`src/rtl/seq_detector_param_if.sv`:
```
// Serial detector bus: data/control toward the detector, match pulse and counter back.
// The master side drives stimulus; the detector itself uses the slave modport.
interface seq_detector_param_if #(
  parameter int PAT_W = 4,
  parameter int CNT_W = 8
);
  localparam int LW = $clog2(PAT_W + 1);

  logic             x;
  logic             x_valid;
  logic             load;
  logic [PAT_W-1:0] pat_in;
  logic [LW-1:0]    len_in;
  logic             overlap_en;
  logic             clr_count;
  logic             z;
  logic [CNT_W-1:0] match_count;
  logic             count_sat;

  modport master (
    output x, x_valid, load, pat_in, len_in, overlap_en, clr_count,
    input  z, match_count, count_sat
  );

  modport slave (
    input  x, x_valid, load, pat_in, len_in, overlap_en, clr_count,
    output z, match_count, count_sat
  );
endinterface

```
`src/rtl/seq_detector_param.sv`:
```
// Runtime-programmable serial sequence detector with registered Moore match pulse.
// Optional saturating match counter is built only when SEQDET_COUNT_EN is defined.
module seq_detector_param #(
  parameter int               PAT_W   = 4,
  parameter int               CNT_W   = 8,
  parameter logic [PAT_W-1:0] RST_PAT = PAT_W'(4'b1101),
  parameter int               RST_LEN = 4
) (
  input logic             clk,
  input logic             rst_n,
  seq_detector_param_if.slave bus
);
  localparam int LW = $clog2(PAT_W + 1);

  logic [PAT_W-1:0] hist;
  logic [PAT_W-1:0] pat;
  logic [LW-1:0]    fill;
  logic [LW-1:0]    len;
  logic             z_q;

  logic [PAT_W-1:0] hist_next;
  logic [PAT_W-1:0] mask;
  logic [LW:0]      fill_inc;
  logic [LW-1:0]    fill_next;
  logic [LW-1:0]    len_clamped;
  logic             accept;
  logic             match_now;

  // Match check looks at the history as it will be after shifting in x,
  // so bit 0 of the pattern lines up with the bit arriving on this edge.
  always_comb begin
    accept      = bus.x_valid && !bus.load;
    hist_next   = {hist[PAT_W-2:0], bus.x};
    mask        = ~({PAT_W{1'b1}} << len);
    fill_inc    = {1'b0, fill} + (LW+1)'(1);
    match_now   = accept && (fill_inc >= {1'b0, len}) && (((hist_next ^ pat) & mask) == '0);
    fill_next   = (fill_inc > (LW+1)'(PAT_W)) ? LW'(PAT_W) : fill_inc[LW-1:0];
    if (match_now && !bus.overlap_en)
      fill_next = '0;
    len_clamped = bus.len_in;
    if (bus.len_in == '0)
      len_clamped = LW'(1);
    else if (bus.len_in > LW'(PAT_W))
      len_clamped = LW'(PAT_W);
  end

  // Load wins over a valid sample and flushes history so the new pattern starts clean.
  always_ff @(posedge clk or negedge rst_n) begin
    if (!rst_n) begin
      hist <= '0;
      fill <= '0;
      pat  <= RST_PAT;
      len  <= LW'(RST_LEN);
      z_q  <= 1'b0;
    end else if (bus.load) begin
      hist <= '0;
      fill <= '0;
      pat  <= bus.pat_in;
      len  <= len_clamped;
      z_q  <= 1'b0;
    end else if (bus.x_valid) begin
      hist <= hist_next;
      fill <= fill_next;
      z_q  <= match_now;
    end else begin
      z_q  <= 1'b0;
    end
  end

  assign bus.z = z_q;

`ifdef SEQDET_COUNT_EN
  logic [CNT_W-1:0] count_q;

  // Clear beats a simultaneous match; the count sticks at all-ones.
  always_ff @(posedge clk or negedge rst_n) begin
    if (!rst_n)
      count_q <= '0;
    else if (bus.clr_count)
      count_q <= '0;
    else if (match_now && (count_q != '1))
      count_q <= count_q + CNT_W'(1);
  end

  assign bus.match_count = count_q;
  assign bus.count_sat   = (count_q == '1);
`else
  wire unused_clr_count = bus.clr_count;

  assign bus.match_count = '0;
  assign bus.count_sat   = 1'b0;
`endif

endmodule

```
`src/flat_wrapper.sv`:
```
// flat-port wrapper written by rule: the top's interface ports become plain ports
module seq_detector_param_flat 
#(
  parameter int               PAT_W   = 4,
  parameter int               CNT_W   = 8,
  parameter logic [PAT_W-1:0] RST_PAT = PAT_W'(4'b1101),
  parameter int               RST_LEN = 4
)
  (clk, rst_n, bus_x, bus_x_valid, bus_load, bus_pat_in, bus_len_in, bus_overlap_en, bus_clr_count, bus_z, bus_match_count, bus_count_sat);
  seq_detector_param_if #(.PAT_W(PAT_W), .CNT_W(CNT_W)) bus_i ();
  input logic clk;
  input logic rst_n;
  input wire logic [$bits(bus_i.x)-1:0] bus_x;
  input wire logic [$bits(bus_i.x_valid)-1:0] bus_x_valid;
  input wire logic [$bits(bus_i.load)-1:0] bus_load;
  input wire logic [$bits(bus_i.pat_in)-1:0] bus_pat_in;
  input wire logic [$bits(bus_i.len_in)-1:0] bus_len_in;
  input wire logic [$bits(bus_i.overlap_en)-1:0] bus_overlap_en;
  input wire logic [$bits(bus_i.clr_count)-1:0] bus_clr_count;
  output wire logic [$bits(bus_i.z)-1:0] bus_z;
  output wire logic [$bits(bus_i.match_count)-1:0] bus_match_count;
  output wire logic [$bits(bus_i.count_sat)-1:0] bus_count_sat;
  assign bus_i.x = bus_x;
  assign bus_i.x_valid = bus_x_valid;
  assign bus_i.load = bus_load;
  assign bus_i.pat_in = bus_pat_in;
  assign bus_i.len_in = bus_len_in;
  assign bus_i.overlap_en = bus_overlap_en;
  assign bus_i.clr_count = bus_clr_count;
  assign bus_z = bus_i.z;
  assign bus_match_count = bus_i.match_count;
  assign bus_count_sat = bus_i.count_sat;
  seq_detector_param #(.PAT_W(PAT_W), .CNT_W(CNT_W), .RST_PAT(RST_PAT), .RST_LEN(RST_LEN)) u_core (.clk(clk), .rst_n(rst_n), .bus(bus_i));
endmodule
```
`config.mk`:
```
export PLATFORM = sky130hd
export DESIGN_NAME = seq_detector_param_flat
export DESIGN_NICKNAME = d
export VERILOG_FILES = /design/src/rtl/seq_detector_param_if.sv /design/src/rtl/seq_detector_param.sv /design/src/flat_wrapper.sv
export SDC_FILE = /design/constraint.sdc
export NUM_CORES = 1
export LEC_CHECK = 0
export CAP_MARGIN = 20
export CORE_MARGIN = 2
export CORE_UTILIZATION = 35
export CTS_CLUSTER_DIAMETER = 50
export CTS_CLUSTER_SIZE = 25
export DETAILED_ROUTE_END_ITERATION = 6
export PLACE_DENSITY = 0.65
export SLEW_MARGIN = 20
export SYNTH_ARGS = -nofsm -noshare
export SYNTH_HDL_FRONTEND = slang
export SYNTH_SLANG_ARGS = --single-unit
```
`constraint.sdc`:
```
create_clock -name clk -period 2.1 [get_ports clk]
set_input_delay 0.21 -clock clk [delete_from_list [all_inputs] [get_ports clk]]
set_output_delay 0.21 -clock clk [all_outputs]
set_load 0.05 [all_outputs]
```
==> impl_metrics.json <==
{
  "crit_fanout": 5,
  "die_y_um": 52.9,
  "pin_count": 24,
  "fin_crit_ps": 1810,
  "rsz0062_at_grt": "false",
  "required_ps": 2280,
  "slew_headroom_pct": 58.7,
  "setup.worst_path.start": "u_core.fill[0]",
  "min_path_type": "input port to async pin",
  "placed_area_um2": 967,
  "internal_power_w": 0.000469,
  "grt_pass1_vias": 609,
  "crit_chain": "ha_1 > xor2_1 > ha_1 > a21oi_1 > nand3_1 > and3_1 > o32ai_1",
  "slowest_delay_ps": 440,
  "pwr-share-clk_pct": 28.7,
  "startpoint_type": "register",
  "p_comb_share_pct": 24.1,
  "async_reset_ff_share_pct": 100,
  "status": "completed",
  "cts_resized": 0,
  "setup_ws_ps": 294,
  "path_class": "register to register",
  "std_cell_rows": 17,
  "skew_ps": 2.94,
  "reg2reg_depth": 7,
  "r2r_start": "u_core.fill[0]",
  "maxCapViolations": 0,
  "gp_congestion": 0.741,
  "power_switching_w": 0.000200,
  "route.vias.total": 612,
  "viasPerCell": 4.78,
  "drv_slew": 0,
  "overflow": 0,
  "wl_um": 1330,
  "synthCells": 85,
  "initial_core_util_pct": 37.5,
  "htree_levels": 1,
  "crit_top_cell": "ha_1",
  "cts_root_buffer": "clkbuf_4",
  "ys.flop_type": "dfrtp_1",
  "timing.final.crit_share_pct": 86.0,
  "clockBufferDepth": 2,
  "area_delta_synth_final_pct": 19.9,
  "path_delay_family": "adder cells",
  "ir_worst_vdd_mv": 0.418,
  "slowest_stage": "dfrtp_1",
  "finalNetCount": 119,
  "drive_gt1_share_pct": 16.0,
  "worst-path-buf-inv": 0,
  "ant_nets": 0,
  "post_cts_buffers": 0,
  "clk_latency_ps": 280,
  "grt_first_pass_wirelength_um": 2500,
  "grt_use_met1_pct": 14.6,
  "antenna_found_initial": 0,
  "drc": 0,
  "grt_use_total_pct": 12.7,
  "swShare_pct": 29.9,
  "setup_viol": 0,
  "leakage_nw": 0.458,
  "place_ws_ps": 290,
  "num_antenna_cells": 0,
  "design_area_um2": 1000,
  "synth.distinct_cells": 29,
  "synth_edf_count": 0,
  "r2r_slack_ps": 290,
  "hold_viol": 0,
  "dp_hpwl_um": 1060,
  "synth_area_um2": 837,
  "grt_max_degree": 19,
  "dieArea_um2": 2800,
  "timing.fmax_ghz": 0.554,
  "die_w_um": 52.9,
  "coreArea_um2": 2230,
  "cts_num_sinks": 14,
  "cts_tree": "built",
  "avgSynthCellArea_um2": 9.85,
  "setup_tns_ps": 0,
  "tightest_slew_ps": 618,
  "wire_per_inst_um": 10.4,
  "cts_buffers": 3,
  "first_pass_iters": 2,
  "total_power_w": 0.000669,
  "cts_hold_buf": 0,
  "drt-initial-drc-count": 1,
  "arrival_ps": 1990,
  "synth_seq_area_share_pct": 42.5,
  "cp-end-kind": "register",
  "grt.met2_usage_pct": 21.0,
  "grtUsageMet3_pct": 1.69,
  "busiest_layer": "met2",
  "yosys_warnings": 0,
  "port-buffer-count": 13,
  "path_clk_slew_ps": 80,
  "crit_cells": 7,
  "yosys_register_bits": 14,
  "p_per_area_nw_per_um2": 667,
  "seqPwrFrac_pct": 47.2
}
==> through the flow <==
step | utilization [%] | hold WS (ps) | instances
final | 44.9 | 308 | 128
after floorplan | - | -85.6 | 93
after global placement | 43.3 | 521 | 124
after global routing | 44.9 | 350 | 128
after detailed placement | 43.3 | 523 | 124
after CTS | 44.9 | 318 | 128
==> layout by cell type (no fill, tap or decap) <==
| cell | count |
|---|---|
| xor2_1 | 3 |
| nand3_1 | 4 |
| clkdlybuf4s50_1 | 13 |
| o21ai_0 | 3 |
| nand2_1 | 4 |
| nor3_2 | 1 |
| a2111oi_0 | 1 |
| inv_1 | 6 |
| o211ai_1 | 1 |
| a211oi_1 | 1 |
| dfrtp_1 | 10 |
| buf_4 | 2 |
| mux2i_1 | 3 |
| xnor2_1 | 2 |
| nor2_1 | 8 |
| nand4_1 | 1 |
| nand4b_1 | 1 |
| clkbuf_8 | 1 |
| nand3b_1 | 1 |
| o211a_1 | 1 |
| o32ai_1 | 2 |
| conb_1 | 9 |
| mux2_2 | 5 |
| dfstp_2 | 4 |
| o21ai_1 | 1 |
| ha_1 | 4 |
| clkbuf_4 | 3 |
| a21oi_1 | 4 |
| and3_1 | 1 |
==> power groups by stage <==
stage	Sequential (W)	Clock [W]	Combinational (W)
4_1_cts	0.000316	0.000203	0.000164
6_report	0.000316	0.000192	0.000161
3_5_place_dp	0.000321	0	0.000163
3_3_place_gp	0.000320	0	0.000159
2_1_floorplan	0.000320	0	0.000126
5_1_grt	0.000320	0.000219	0.000182
==> sequential cells by signal, summed over array words and instances, names as in the netlist <==
| name | cells |
|---|---|
| u_core.bus.z | 1 |
| u_core.pat | 4 |
| u_core.fill | 3 |
| u_core.hist | 3 |
| u_core.len | 3 |
==> Yosys cell counts, types with 2 or more instances <==
| library cell | n | area, µm² |
|---|---|---|
| nand3_1 | 4 | 20.0 |
| dfstp_2 | 4 | 105 |
| o21ai_0 | 3 | 15.0 |
| o32ai_1 | 2 | 17.5 |
| buf_4 | 9 | 67.6 |
| mux2i_1 | 3 | 30.0 |
| xnor2_1 | 2 | 17.5 |
| nand2_1 | 4 | 15.0 |
| inv_1 | 6 | 22.5 |
| a21oi_1 | 4 | 20.0 |
| mux2_2 | 5 | 56.3 |
| dfrtp_1 | 10 | 250 |
| nor2_1 | 8 | 30.0 |
| ha_1 | 4 | 50.1 |
| xor2_1 | 3 | 26.3 |
==> worst register-to-register path, delay by kind of cell, from the launching register on <==
kind,cells,cell delay [ps]
DFF,1,440
AOI/OAI and AO/OA,2,270
adders and majority gates,2,560
and+or+nand+nor,2,290
xor gates and xnor gates,1,160
==> cell families (layout without fill, tap and decap cells) <==
logic type	count (synthesis)	count (layout)	share of synthesized area, %
AND/OR/NAND/NOR	21	21	12.4
flip-flops	14	14	42.5
buffers and inverters	18	25	12.3
XOR/XNOR	5	5	5.23
adder cells (fa/ha/maj)	4	4	5.98
other	1	9	0.448
AO/OA/AOI/OAI	14	14	10.9
multiplexers	8	8	10.3
==> cell type report <==
type	count	area, µm²
Timing Repair Buffer	15	145
Tap cell	28	35.0
Sequential cell	14	355
Fill cell	230	1230
Clock buffer	4	36.3
Multi-Input combinational cell	61	409
Inverter	6	22.5
==> routing by layer <==
| layer | part of all wire [%] | vias to the layer above |
|---|---|---|
| met4 | 3.7 | 0 |
| met5 | 0 | - |
| met3 | 4.9 | 4 |
| met1 | 44 | 284 |
| met2 | 47 | 20 |
| li1 | - | 304 |
==> final timing paths <==
path	end
max	u_core.fill[1]
min	u_core.hist[0]
max reg2reg	u_core.fill[1]
min reg2reg	u_core.pat[1]
max in group asynchronous	u_core.pat[1]
min in group clk	u_core.len[2]
(Power assumes the default switching activity.)
==> patch 1, RTL diff (config.mk and constraints unchanged) <==
`PAT_W` is set to 4 in 3 places; all go to 8.
--- a/src/rtl/seq_detector_param_if.sv
+++ b/src/rtl/seq_detector_param_if.sv
@@ -1,7 +1,7 @@
 // Serial detector bus: data/control toward the detector, match pulse and counter back.
 // The master side drives stimulus; the detector itself uses the slave modport.
 interface seq_detector_param_if #(
-  parameter int PAT_W = 4,
+  parameter int PAT_W = 8,
   parameter int CNT_W = 8
 );
   localparam int LW = $clog2(PAT_W + 1);
--- a/src/rtl/seq_detector_param.sv
+++ b/src/rtl/seq_detector_param.sv
@@ -1,7 +1,7 @@
 // Runtime-programmable serial sequence detector with registered Moore match pulse.
 // Optional saturating match counter is built only when SEQDET_COUNT_EN is defined.
 module seq_detector_param #(
-  parameter int               PAT_W   = 4,
+  parameter int               PAT_W   = 8,
   parameter int               CNT_W   = 8,
   parameter logic [PAT_W-1:0] RST_PAT = PAT_W'(4'b1101),
   parameter int               RST_LEN = 4
--- a/src/flat_wrapper.sv
+++ b/src/flat_wrapper.sv
@@ -1,7 +1,7 @@
 // flat-port wrapper written by rule: the top's interface ports become plain ports
 module seq_detector_param_flat 
 #(
-  parameter int               PAT_W   = 4,
+  parameter int               PAT_W   = 8,
   parameter int               CNT_W   = 8,
   parameter logic [PAT_W-1:0] RST_PAT = PAT_W'(4'b1101),
   parameter int               RST_LEN = 4
Ports: changed (resized bus_len_in and bus_pat_in); port bits go from 24 to 29. No check against the original RTL was run, so the function may have changed too.
==> patch 1 against the original RTL <==
Synthesized area grew 67%; global-route usage grew 0.58 points; wire length grew 94%; setup slack lost 170 ps; total power grew 58%; first-iteration DRC count grew to 56 times the old value; design area grew 66%; sequential cell count grew 10; critical path depth is the same; combinational power grew 35%; largest power group unchanged.
==> patch 1: results (changes against the original RTL) <==
<table>
<tr><th>Metric</th><th>Value</th></tr>
<tr><th colspan="2">Pwr</th></tr>
<tr><td>Internal Dissipation</td><td>0.0007656 W (was 0.0004692 W)</td></tr>
<tr><td>Clock power share</td><td>29.1% (was 28.7%)</td></tr>
<tr><td>Leakage power</td><td>0.7558 nW (was 0.4585 nW)</td></tr>
<tr><th colspan="2">Clocking</th></tr>
<tr><td>CTS root buffer</td><td>sky130_fd_sc_hd__clkbuf_8 (was sky130_fd_sc_hd__clkbuf_4)</td></tr>
<tr><td>Clk_lat worst skew</td><td>260 ps (was 280 ps)</td></tr>
<tr><th colspan="2">Synthesis</th></tr>
<tr><td>Xor/xnor cell area share of the yosys netlist</td><td>6.250% (was 5.232%)</td></tr>
<tr><td>Complex-gate fraction of the synthesized area</td><td>8.929% (was 10.91%)</td></tr>
<tr><th colspan="2">Placement</th></tr>
<tr><td>Worst slack at placement</td><td>140.5 ps (was 290.0 ps)</td></tr>
<tr><td>Final RePlAce weighted congestion</td><td>0.8283 (was 0.7409)</td></tr>
<tr><td>Number of buffers added on ports</td><td>18 (was 13)</td></tr>
<tr><td>Post-detail-place hpwl</td><td>2013 um (was 1063 um)</td></tr>
<tr><th colspan="2">Route</th></tr>
<tr><td>Average vias per placed instance</td><td>4.975 (was 4.781)</td></tr>
<tr><td>Met2 wire length</td><td>1317 um (was 631 um)</td></tr>
<tr><td>Wire length on met3</td><td>72 um (was 65 um)</td></tr>
<tr><td>TritonRoute pass-1 iters</td><td>4 (was 2)</td></tr>
<tr><td>Violation count after the first detailed-route iteration</td><td>56 (was 1)</td></tr>
<tr><th colspan="2">Global routing</th></tr>
<tr><td>Global routing met2 resource utilization</td><td>23.14% (was 21.04%)</td></tr>
<tr><td>Met3 Track Usage GR</td><td>2.000% (was 1.695%)</td></tr>
<tr><td>Global routing usage summed across all routing layers</td><td>13.33% (was 12.75%)</td></tr>
<tr><td>Fraction of met1 tracks used by global routing</td><td>17.28% (was 14.62%)</td></tr>
<tr><td>Via count of the first global-routing pass</td><td>1,036 (was 609)</td></tr>
<tr><th colspan="2">STA</th></tr>
<tr><td>Maximum clock skew at final layout</td><td>4.917 ps (was 2.937 ps)</td></tr>
<tr><td>Worst hold slack</td><td>296.6 ps (was 308.4 ps)</td></tr>
<tr><th colspan="2">Run status</th></tr>
<tr><td>Outcome</td><td>completed (unchanged)</td></tr>
<tr><th colspan="2">Worst setup path</th></tr>
<tr><td>CP endpoint</td><td>u_core.fill[3] (was u_core.fill[1])</td></tr>
<tr><th colspan="2">Layout</th></tr>
<tr><td>Final Net Count</td><td>179 (was 119)</td></tr>
<tr><td>Layout cells sized above 1</td><td>15.69% (was 16.00%)</td></tr>
</table>
## patch 1: cell count changes in the layout (fill, tap and decap cells not counted), moves of 3 or more
cell,unedited run,this run
sky130_fd_sc_hd__xor2_1,3,7
sky130_fd_sc_hd__nand2b_1,0,3
sky130_fd_sc_hd__nor3_1,0,3
sky130_fd_sc_hd__clkdlybuf4s50_1,13,18
sky130_fd_sc_hd__mux2_2,5,9
sky130_fd_sc_hd__dfrtp_1,10,20
sky130_fd_sc_hd__clkbuf_8,1,4
sky130_fd_sc_hd__mux2i_1,3,10
sky130_fd_sc_hd__clkbuf_4,3,0
sky130_fd_sc_hd__nor2_1,8,13
sky130_fd_sc_hd__inv_1,6,3
## patch 1: area by class of cell
cell class                      instances  area, um2
Fill cell                             366       2079
Clock buffer                            4      55.05
Multi-Input combinational cell        100      721.9
Timing Repair Buffer                   22      210.2
Sequential cell                        24      605.6
Inverter                                3      11.26
Tap cell                               48      60.06
==> patch 2, RTL diff (same settings) <==
Made on the original files. Build with the macro `SEQDET_COUNT_EN` defined.
--- a/src/rtl/seq_detector_param.sv
+++ b/src/rtl/seq_detector_param.sv
@@ -1,5 +1,7 @@
 // Runtime-programmable serial sequence detector with registered Moore match pulse.
 // Optional saturating match counter is built only when SEQDET_COUNT_EN is defined.
+`define SEQDET_COUNT_EN
+
 module seq_detector_param #(
   parameter int               PAT_W   = 4,
   parameter int               CNT_W   = 8,
Check against the original RTL: not equivalent (Yosys sat finds a counterexample within 4 cycles, from zero or initial values and one cycle with rst_n low).
==> patch 2 against the original RTL <==
Design area is 63% higher; hold slack got worse by 61 ps; highest routed layer unchanged; sequential power is 48% higher; non-clock buffer count is 22 higher; die area is 42% higher; total power grew 29%; final cell count increased by 59%; setup slack got worse by 260 ps; synthesized cell count grew 42%; critical endpoint is now u_core.bus.match_count[4]; sequential cell count up 8; global-route usage grew 0.99 points; synthesized area increased by 46%; wire length rose by 93%.
==> patch 2: results (changes against the original RTL) <==
<table>
<tr><th>Metric</th><th>Value</th></tr>
<tr><th colspan="2">Run status</th></tr>
<tr><td>Outcome</td><td>completed (unchanged)</td></tr>
<tr><th colspan="2">Layout</th></tr>
<tr><td>Layout cells sized above 1</td><td>24.68% (was 16.00%)</td></tr>
<tr><td>Buffers excl. clock</td><td>37 (was 15)</td></tr>
<tr><td>End-of-flow core utilization</td><td>49.08% (was 44.93%)</td></tr>
<tr><td>Layout multi-input combinational cell count</td><td>88 (was 61)</td></tr>
<tr><td>Share of the final layout cell area in sequential cells</td><td>33.92% (was 35.41%)</td></tr>
<tr><td>Portion of the layout cell area used by clock cells</td><td>1.604% (was 3.616%)</td></tr>
<tr><td>Final Net Count</td><td>178 (was 119)</td></tr>
<tr><th colspan="2">Placement</th></tr>
<tr><td>Placed cell count</td><td>196 (was 124)</td></tr>
<tr><td>Number of buffers added on ports</td><td>23 (was 13)</td></tr>
<tr><th colspan="2">Global routing</th></tr>
<tr><td>Largest net degree at the start of global routing</td><td>23 (was 19)</td></tr>
<tr><th colspan="2">Synthesis</th></tr>
<tr><td>Top cells by area, synth</td><td>sky130_fd_sc_hd__dfrtp_1 (37%), sky130_fd_sc_hd__dfstp_2 (8.6%), sky130_fd_sc_hd__mux2_2 (5.5%), sky130_fd_sc_hd__ha_1 (5.1%), sky130_fd_sc_hd__mux2i_1 (4.1%) (was sky130_fd_sc_hd__dfrtp_1 (30%), sky130_fd_sc_hd__dfstp_2 (13%), sky130_fd_sc_hd__buf_4 (8.1%), sky130_fd_sc_hd__mux2_2 (6.7%), sky130_fd_sc_hd__ha_1 (6.0%))</td></tr>
<tr><td>Flip-flop and latch count after synthesis</td><td>22 (was 14)</td></tr>
<tr><td>Post-synthesis cell type count</td><td>37 (was 29)</td></tr>
<tr><td>Xor/xnor cell area share of the yosys netlist</td><td>5.031% (was 5.232%)</td></tr>
<tr><td>Multiplexer share of the synthesized area</td><td>9.651% (was 10.31%)</td></tr>
<tr><th colspan="2">Pwr</th></tr>
<tr><td>Peak supply drop</td><td>298.8 uV (was 417.5 uV)</td></tr>
<tr><td>Pwr/cell area</td><td>526.1 nW/um2 (was 666.7 nW/um2)</td></tr>
<tr><th colspan="2">Route</th></tr>
<tr><td>TritonRoute pass-1 iters</td><td>4 (was 2)</td></tr>
<tr><td>Average vias per placed instance</td><td>4.966 (was 4.781)</td></tr>
<tr><td>Wire length on met3</td><td>119 um (was 65 um)</td></tr>
<tr><td>Total via count in the routed design</td><td>1,013 (was 612)</td></tr>
<tr><th colspan="2">STA</th></tr>
<tr><td>Post-route setup slack</td><td>37.71 ps (was 293.8 ps)</td></tr>
<tr><td>Maximum clock skew at final layout</td><td>1.765 ps (was 2.937 ps)</td></tr>
<tr><th colspan="2">Worst setup path</th></tr>
<tr><td>Peak per-stage delay on the critical path</td><td>400 ps (was 440 ps)</td></tr>
</table>
-- patch 2: changes by cell type in the layout (fill, tap and decap cells not counted), moves of 2 or more --
cell	delta
sky130_fd_sc_hd__buf_4	+13
sky130_fd_sc_hd__clkdlybuf4s50_1	+9
sky130_fd_sc_hd__conb_1	-9
sky130_fd_sc_hd__dfrtp_1	+8
sky130_fd_sc_hd__nand2_1	+7
sky130_fd_sc_hd__nand2b_1	+4
sky130_fd_sc_hd__xnor2_1	+3
sky130_fd_sc_hd__a31oi_1	+2
sky130_fd_sc_hd__and2_1	+2
sky130_fd_sc_hd__mux2i_1	+2
sky130_fd_sc_hd__nor2_2	+2
sky130_fd_sc_hd__nor2b_1	+2
-- patch 2: power breakdown --
group / switching (W) / total, W / internal (W)
Clock: 0.000125 / 0.000200 / 0.0000741
Sequential: 0.0000173 / 0.000468 / 0.000450
Combinational: 0.0000918 / 0.000194 / 0.000103
